--- config.mk ---
export PLATFORM = sky130hd
export DESIGN_NAME = alarm_sequencer
export DESIGN_NICKNAME = d
export VERILOG_FILES = /design/src/rtl/alarm_sequencer.sv
export SDC_FILE = /design/constraint.sdc
export NUM_CORES = 1
export LEC_CHECK = 0
export CORE_MARGIN = 2
export CORE_UTILIZATION = 50
export CTS_CLUSTER_SIZE = 10
export DETAILED_ROUTE_END_ITERATION = 16
export PLACE_DENSITY_LB_ADDON = 0.25
export SLEW_MARGIN = 20
export SYNTH_ARGS = -nofsm -noshare
export SYNTH_HDL_FRONTEND = slang
export SYNTH_SLANG_ARGS = --single-unit
--- constraint.sdc ---
create_clock -name clock -period 2.55 [get_ports clock]
set_input_delay 0.255 -clock clock [delete_from_list [all_inputs] [get_ports clock]]
set_output_delay 0.255 -clock clock [all_outputs]
set_load 0.03 [all_outputs]
--- src/rtl/alarm_sequencer.sv ---
// Alarm sequencer: drives system_state / passcode_state / timer / siren for the status display.
// Optional wrong-digit lockout is built when LOCKOUT_EN is defined.
module alarm_sequencer #(
   parameter int          CLK_HZ      = 50000000,
   parameter int          COUNTDOWN_S = 30,
   parameter logic [15:0] PASSCODE    = 16'h1234
`ifdef LOCKOUT_EN
   ,
   parameter int          MAX_WRONG   = 3
`endif
) (
   input  logic       clock,
   input  logic       reset_n,
   input  logic       arm,
   input  logic       sensor,
   input  logic       digit_valid,
   input  logic [3:0] digit,
   output logic [1:0] system_state,
   output logic [2:0] passcode_state,
   output logic [7:0] timer,
   output logic       siren
);

   typedef enum logic [1:0] {
      IDLE    = 2'd0,
      SET     = 2'd1,
      TRIGGER = 2'd2,
      ALERT   = 2'd3
   } sys_state_t;

   localparam int          PW       = (CLK_HZ > 1) ? $clog2(CLK_HZ) : 1;
   localparam logic [PW-1:0] PS_LAST = PW'(CLK_HZ - 1);
   localparam logic [7:0]  COUNT_INIT = 8'(COUNTDOWN_S);
   localparam logic [2:0]  PC_DONE  = 3'd4;

   sys_state_t    state_q;
   logic [2:0]    pc_q;
   logic [7:0]    timer_q;
   logic          siren_q;
   logic [PW-1:0] prescaler_q;

`ifdef LOCKOUT_EN
   localparam logic [2:0] WRONG_LAST = 3'(MAX_WRONG - 1);
   logic [2:0] wrong_q;
`endif

   function automatic logic [3:0] code_digit(input logic [2:0] k);
      case (k)
         3'd0:    code_digit = PASSCODE[15:12];
         3'd1:    code_digit = PASSCODE[11:8];
         3'd2:    code_digit = PASSCODE[7:4];
         default: code_digit = PASSCODE[3:0];
      endcase
   endfunction

   logic digit_ok;
   logic digit_restart;
   assign digit_ok      = (digit <= 4'd9) && (digit == code_digit(pc_q));
   assign digit_restart = (digit <= 4'd9) && (digit == PASSCODE[15:12]);

   always_ff @(posedge clock) begin
      if (!reset_n) begin
         state_q     <= IDLE;
         pc_q        <= 3'd0;
         timer_q     <= COUNT_INIT;
         siren_q     <= 1'b0;
         prescaler_q <= '0;
`ifdef LOCKOUT_EN
         wrong_q     <= 3'd0;
`endif
      end else if (pc_q == PC_DONE) begin
         // Full passcode was shown for one cycle: disarm, overriding all other events.
         state_q     <= IDLE;
         pc_q        <= 3'd0;
         timer_q     <= COUNT_INIT;
         siren_q     <= 1'b0;
         prescaler_q <= '0;
`ifdef LOCKOUT_EN
         wrong_q     <= 3'd0;
`endif
      end else begin
         case (state_q)
            IDLE: begin
               if (arm) begin
                  state_q <= SET;
                  pc_q    <= 3'd0;
`ifdef LOCKOUT_EN
                  wrong_q <= 3'd0;
`endif
               end
            end
            SET: begin
               if (sensor) begin
                  state_q     <= TRIGGER;
                  timer_q     <= COUNT_INIT;
                  prescaler_q <= '0;
               end
            end
            TRIGGER: begin
               if (prescaler_q == PS_LAST) begin
                  prescaler_q <= '0;
                  if (timer_q == 8'd1) begin
                     state_q <= ALERT;
                     timer_q <= 8'd0;
                     siren_q <= 1'b1;
                  end else if (timer_q != 8'd0) begin
                     timer_q <= timer_q - 8'd1;
                  end
               end else begin
                  prescaler_q <= prescaler_q + 1'b1;
               end
            end
            default: begin
               siren_q <= 1'b1;
               timer_q <= 8'd0;
            end
         endcase

         // Passcode tracking runs in every armed state, alongside the state moves above.
         if (state_q != IDLE && digit_valid) begin
            if (digit_ok) begin
               pc_q <= pc_q + 3'd1;
            end else begin
               pc_q <= digit_restart ? 3'd1 : 3'd0;
`ifdef LOCKOUT_EN
               if (state_q != ALERT) begin
                  if (wrong_q != 3'd7) wrong_q <= wrong_q + 3'd1;
                  if (wrong_q >= WRONG_LAST) begin
                     state_q <= ALERT;
                     timer_q <= 8'd0;
                     siren_q <= 1'b1;
                     pc_q    <= 3'd0;
                  end
               end
`endif
            end
         end
      end
   end

   assign system_state   = state_q;
   assign passcode_state = pc_q;
   assign timer          = timer_q;
   assign siren          = siren_q;

endmodule
==> results of run 1 <==
-- power by group through the flow --
stage                     logic [W]  registers (W)  clock network [W]
after floorplan            0.000478       0.000828                  0
after global placement     0.000747       0.000761                  0
after detailed placement   0.000757       0.000762                  0
after CTS                  0.000761       0.000748           0.000522
after global routing       0.000839       0.000759           0.000548
final                      0.000764       0.000748           0.000510
-- sequential cells by signal (all words and copies together), names as in the netlist --
| signal | flops |
|---|---|
| passcode_state | 3 |
| prescaler_q | 26 |
| siren | 1 |
| system_state | 2 |
| timer | 8 |
-- routing by layer --
metal | part of all wire, % | routed length (um) | vias up
met4 | 1.2 | 60 | 0
met1 | 49 | 2390 | 979
met2 | 47 | 2300 | 34
met5 | 0 | 0 | -
met3 | 3.2 | 155 | 6
li1 | - | - | 1040
-- per-stage QoR --
step / worst slack [ns] / std cells / util, % / hold slack [ns]
after floorplan: 0.225 / 276 / - / 0.428
after global placement: 0.340 / 352 / 57.5 / 0.471
after detailed placement: 0.258 / 352 / 57.5 / 0.472
after CTS: 0.246 / 360 / 59.8 / 0.483
after global routing: 0.0386 / 360 / 59.8 / 0.510
final: 0.263 / 360 / 59.8 / 0.480
-- cells by family (layout without fill, tap and decap cells) --
| group | Yosys count | after routing | synth area share, % |
|---|---|---|---|
| buffers and inverters | 19 | 49 | 3.76 |
| AOI/OAI and AO/OA | 46 | 46 | 14.7 |
| DFF | 40 | 40 | 33.9 |
| muxes | 4 | 4 | 1.75 |
| and+or+nand+nor | 129 | 129 | 29.8 |
| xor gates and xnor gates | 25 | 25 | 9.26 |
| adders and majority gates | 13 | 13 | 6.88 |
-- critical path: cells and delay by family (launching register included) --
kind	cells	cell delay, ns
compound gates	3	0.84
simple gates	2	0.62
flops	1	0.42
fa+ha+maj	1	0.24
buf+inv	1	0.09
-- final cells by class --
type                       instances  area (um^2)  area share (%)
multi-input combinational        217         1480            53.3
clock inverter                     2         35.0            1.27
tap                               54         67.6            2.44
clock buffer                       6         72.6            2.62
inverter                          12         45.0            1.63
timing repair buffer              29          273            9.85
sequential                        40          801            28.9
-- how the worst min path moves through the flow --
stage / slack, ns / from / depth (start not counted) / to
after floorplan: 0.43 / digit_valid / 2 / passcode_state[1]$_SDFFE_PP0P_
after global placement: 0.47 / prescaler_q[1]$_SDFFE_PP0P_ / 2 / prescaler_q[1]$_SDFFE_PP0P_
after detailed placement: 0.47 / prescaler_q[1]$_SDFFE_PP0P_ / 2 / prescaler_q[1]$_SDFFE_PP0P_
after CTS: 0.48 / prescaler_q[1]$_SDFFE_PP0P_ / 2 / prescaler_q[1]$_SDFFE_PP0P_
after global routing: 0.51 / prescaler_q[1]$_SDFFE_PP0P_ / 2 / prescaler_q[1]$_SDFFE_PP0P_
final: 0.48 / prescaler_q[1]$_SDFFE_PP0P_ / 2 / prescaler_q[1]$_SDFFE_PP0P_
-- placed cells by master, fill, tap and decap left out, types with 7 or more instances in the layout --
cell type / count
nand3_1: 10
nor2_1: 37
and3_1: 8
clkdlybuf4s50_1: 22
nand2_1: 23
nor3_1: 7
ha_1: 13
buf_4: 7
nand4_1: 11
xor2_1: 20
inv_1: 12
dfxtp_1: 40
o21ai_0: 7
==> results.toml, run 1 <==
[timing]
fmaxAchievable_mhz = 437
finalCriticalPeriod_ns = 2.29
finalMaxSlewViolations = 0
grt_setup_unrepaired = "false"
layout_worst_path_cycle_share_pct = 89.7
hold_viol = 0
finalSetupViolations = 0
worstMarginPinSlew_ns = 0.508
finalSetupTns_ns = 0
slew_headroom_pct = 65.1
fin_skew_ns = 0.00499

[detailed_routing]
drtIter0Drc = 95
avgViaCountPerCell = 5.72
wl_mm = 4.91
via_count = 2059
first_pass_iters = 4
wl_per_cell_um = 13.6
postRouteAntennaNets = 0
drc = 0

[pwr]
seqPwrFrac_pct = 37.0
switching_share_pct = 37.0
power_density_nw_per_um2 = 730
p_total_w = 0.00202
power_frac_clock_pct = 25.2
p_int_w = 0.00127
p_leak_nw = 1.01
combPwrFrac_pct = 37.8
p_sw_w = 0.000749
vdd_drop_max_uv = 338

[placement]
hpwlAfterDp_mm = 3.56
place_area_um2 = 2660
io_buffers = 22
place_congestion = 0.888

[critical_path]
critPathCapture = "passcode_state[2]$_SDFFE_PP0P_"
critPathLaunch = "passcode_state[0]$_SDFFE_PP0P_"
rr_worst_depth = 7
cp.arrival_ns = 2.49
reg2reg_slack_ns = 0.26
r2r-end = "passcode_state[2]$_SDFFE_PP0P_"
cp_max_fo = 6
critPathKind = "reg2reg"
required_ns = 2.75
crit_slowest_cell = "or4b_1"
cp_slowest_stage_delay_ns = 0.52
r2r-start = "passcode_state[0]$_SDFFE_PP0P_"
cp-end-kind = "register"
crit_chain = "inv_1 > ha_1 > or4b_1 > a211o_1 > a211oi_2 > nand2_1 > a221oi_1"
cp-start-kind = "register"

[clock_network]
cts.htree.levels = 2
postCtsHoldBufs = 0
root_buffer = "clkbuf_8"
insertion_delay_ns = 0.29
clock-sinks = 40
cts_setup_buffers = 0
postCtsResizedCells = 0
cts_tree = "done"
clk_pin_slew_worst_paths_ns = 0.08
numCtsBuffers = 5
cts.path.max_buffers = 2

[job]
drv_cap = 0

[floorplanning]
die_area_um2 = 5300
core_area_um2 = 4630
io_pins = 23
initial_core_util_pct = 51.1
die_w_um = 72.8
fp-row-count = 25
fp.dieH_um = 72.8

[yosys]
avgSynthCellArea_um2 = 8.57
synth.most_common_cell = "dfxtp_1"
ys_warn_count = 0
synth_area_leaders = "dfxtp_1, xor2_1, ha_1"
synth_seq_area_share_pct = 33.9
syn_area_um2 = 2360
synth_top_area_cell = "dfxtp_1"
synth_edf_count = 0
synth.top_cell.area_share_pct = 33.9
synth_nets = 298
synth_common_cells = "dfxtp_1, nor2_1, nand2_1, xor2_1, ha_1"
ys_ff_latch = 40
synthCells = 276
postSynth.asyncResetShare_pct = 0
synth_cell_types = 58
synthFlopType = "dfxtp_1"

[finish]
synthToLayoutAreaGrowth_pct = 17.1
fill_cells = 443
finalNetCount = 327
drive_gt1_share_pct = 10.1
antenna_cells = 0
postLayoutCellArea_um2 = 2770

[global_routing]
busiest_layer = "met2"
overflow = 0
groute.usage.overall_pct = 19.2
grt_max_degree = 13
use_met2_pct = 31.7
grt_use_met3_pct = 3.73
antenna_found_initial = 0
grtUsageMet1_pct = 24.7
grt_pass1_vias = 1870
grt_pass1_wl_mm = 8.16

[run_status]
status = "completed"

[min_path]
hold_class = "reg2reg"
No activity file was read; power rests on OpenSTA's default activity.
==> run 2, diff against run 1 <==
--- a/config.mk
+++ b/config.mk
@@ -5,6 +5,7 @@
 export SDC_FILE = /design/constraint.sdc
 export NUM_CORES = 1
 export LEC_CHECK = 0
+export CORE_ASPECT_RATIO = 0.9
 export CORE_MARGIN = 2
 export CORE_UTILIZATION = 50
 export CTS_CLUSTER_SIZE = 10
==> run 2 against run 1 <==
Core utilization grew 2.3 points. Non-clock buffer count shrank 3. Sequential power grew 0.7%.
==> results.toml, run 2 (same netlist as run 1, synthesis figures left out) <==
[finish]
drive_gt1_share_pct = 9.57
largest_register = "prescaler_q"
synthToLayoutAreaGrowth_pct = 17.9
final_cell_mix = "dfxtp_1, nor2_1, nand2_1"
antenna_cells = 0
layout_commonest_cell = "dfxtp_1"
largest_reg_flops = 26
finalNetCount = 324

[global_routing]
grt_pass1_wl_mm = 8.66
grt_max_degree = 19
grt_pass1_vias = 1881
overflow = 0
antenna_found_initial = 0
groute.usage.overall_pct = 20.3

[timing]
finalSetupTns_ns = 0
fmaxAchievable_mhz = 434
finalMaxSlewViolations = 0
worstMarginPinSlew_ns = 0.506
worst_hold_slack_ns = 0.471
fin_skew_ns = 0.00943
finalCriticalPeriod_ns = 2.31
grt_setup_unrepaired = "false"
slew_headroom_pct = 65.3
hold_viol = 0
finalSetupViolations = 0
layout_worst_path_cycle_share_pct = 90.4

[floorplanning]
die_area_um2 = 5300
die_w_um = 76.5
initial_core_util_pct = 52.7
fp.dieH_um = 69.2
core_area_um2 = 4490
fp-row-count = 23
io_pins = 23

[clock_network]
cts.htree.levels = 2
numCtsBuffers = 5
cts_setup_buffers = 0
root_buffer = "clkbuf_8"
cts_tree = "done"
clock-sinks = 40
cts.path.max_buffers = 2
clk_pin_slew_worst_paths_ns = 0.07
insertion_delay_ns = 0.30
postCtsResizedCells = 0
postCtsHoldBufs = 0

[placement]
place_congestion = 0.917
io_buffers = 22
hpwlAfterDp_mm = 3.51

[detailed_routing]
drtIter0Drc = 171
first_pass_iters = 4
postRouteAntennaNets = 0
avgViaCountPerCell = 5.66
wl_per_cell_um = 13.7
via_count = 2066
wl_mm = 5.00
drc = 0

[critical_path]
critPathKind = "reg2reg"
cp.arrival_ns = 2.51
cp-end-kind = "register"
cp-start-kind = "register"
required_ns = 2.75
cp_max_fo = 6

[pwr]
seqPwrFrac_pct = 36.0
p_sw_w = 0.000763
vdd_drop_max_uv = 410
power_density_nw_per_um2 = 750
p_leak_nw = 1.01
p_int_w = 0.00133
combPwrFrac_pct = 36.7
power_frac_clock_pct = 27.3
switching_share_pct = 36.5

[min_path]
hold_class = "reg2reg"

[run_status]
status = "completed"

[job]
drv_cap = 0
[run 2: cell count changes in the layout (fill, tap and decap cells not counted)]
cell | previous run | this run
buf_4 | 7 | 3
clkbuf_1 | 1 | 0
buf_12 | 0 | 1
clkinv_2 | 1 | 0
clkbuf_8 | 5 | 7
[run 2: through the flow]
stage / utilization, % / total power [W] / setup slack [ns] / instances / instance area, um^2
2_1_floorplan: - / 0.00131 / 0.225 / 276 / 2360
6_report: 62.1 / 0.00209 / 0.244 / 365 / 2790
3_5_place_dp: 59.3 / 0.00152 / 0.276 / 357 / 2660
3_3_place_gp: 59.3 / 0.00151 / 0.333 / 357 / 2660
4_1_cts: 62.1 / 0.00210 / 0.260 / 365 / 2790
5_1_grt: 62.1 / 0.00222 / 0.0919 / 365 / 2790
[run 2: final cells by class]
type,instances,area [um^2]
repair buffers,26,263
fillers,403,1700
clock buffers,7,96.3
well taps,62,77.6
clock inverters,1,30.0
flip-flops and latches,40,801
inverters,12,45.0
multi-input cells,217,1480
[run 2: critical path, stage by stage (launching register included)]
cell and delay (ns):
dfxtp_1 0.42, inv_1 0.09, ha_1 0.24, or4b_1 0.53
a211o_1 0.28, a211oi_2 0.33, nand2_1 0.09, a221oi_1 0.23
[run 2: power by group through the flow]
stage / Clock (W) / Sequential [W] / Combinational (W)
CTS: 0.000580 / 0.000751 / 0.000766
detailed placement: 0 / 0.000761 / 0.000758
floorplan: 0 / 0.000828 / 0.000478
finish: 0.000572 / 0.000753 / 0.000767
global route: 0.000610 / 0.000764 / 0.000843
global placement: 0 / 0.000760 / 0.000747
[run 2: final timing paths]
check / start / to / cells past startpoint / slack (ns)
max: passcode_state[0]$_SDFFE_PP0P_ / passcode_state[2]$_SDFFE_PP0P_ / 7 / 0.24
max reg2reg: passcode_state[0]$_SDFFE_PP0P_ / passcode_state[2]$_SDFFE_PP0P_ / 7 / 0.24
min reg2reg: prescaler_q[1]$_SDFFE_PP0P_ / prescaler_q[1]$_SDFFE_PP0P_ / 2 / 0.47
min: prescaler_q[1]$_SDFFE_PP0P_ / prescaler_q[1]$_SDFFE_PP0P_ / 2 / 0.47
[run 2: per-layer routing]
metal | vias up | track usage (%) | routed length (um)
li1 | 1041 | - | -
met1 | 970 | 26.1 | 2360
met2 | 47 | 31.8 | 2330
met3 | 8 | 6.12 | 213
met4 | 0 | 8.28 | 101
met5 | - | 0 | 0
==> run 3, diff against run 2 <==
--- a/config.mk
+++ b/config.mk
@@ -5,13 +5,14 @@
 export SDC_FILE = /design/constraint.sdc
 export NUM_CORES = 1
 export LEC_CHECK = 0
+export CAP_MARGIN = 10
 export CORE_ASPECT_RATIO = 0.9
 export CORE_MARGIN = 2
 export CORE_UTILIZATION = 50
 export CTS_CLUSTER_SIZE = 10
 export DETAILED_ROUTE_END_ITERATION = 16
 export PLACE_DENSITY_LB_ADDON = 0.25
-export SLEW_MARGIN = 20
+export SLEW_MARGIN = 0
 export SYNTH_ARGS = -nofsm -noshare
 export SYNTH_HDL_FRONTEND = slang
 export SYNTH_SLANG_ARGS = --single-unit
==> results of run 3 <==
Same layout as run 2: the final DEF is identical, and so are final timing and power.
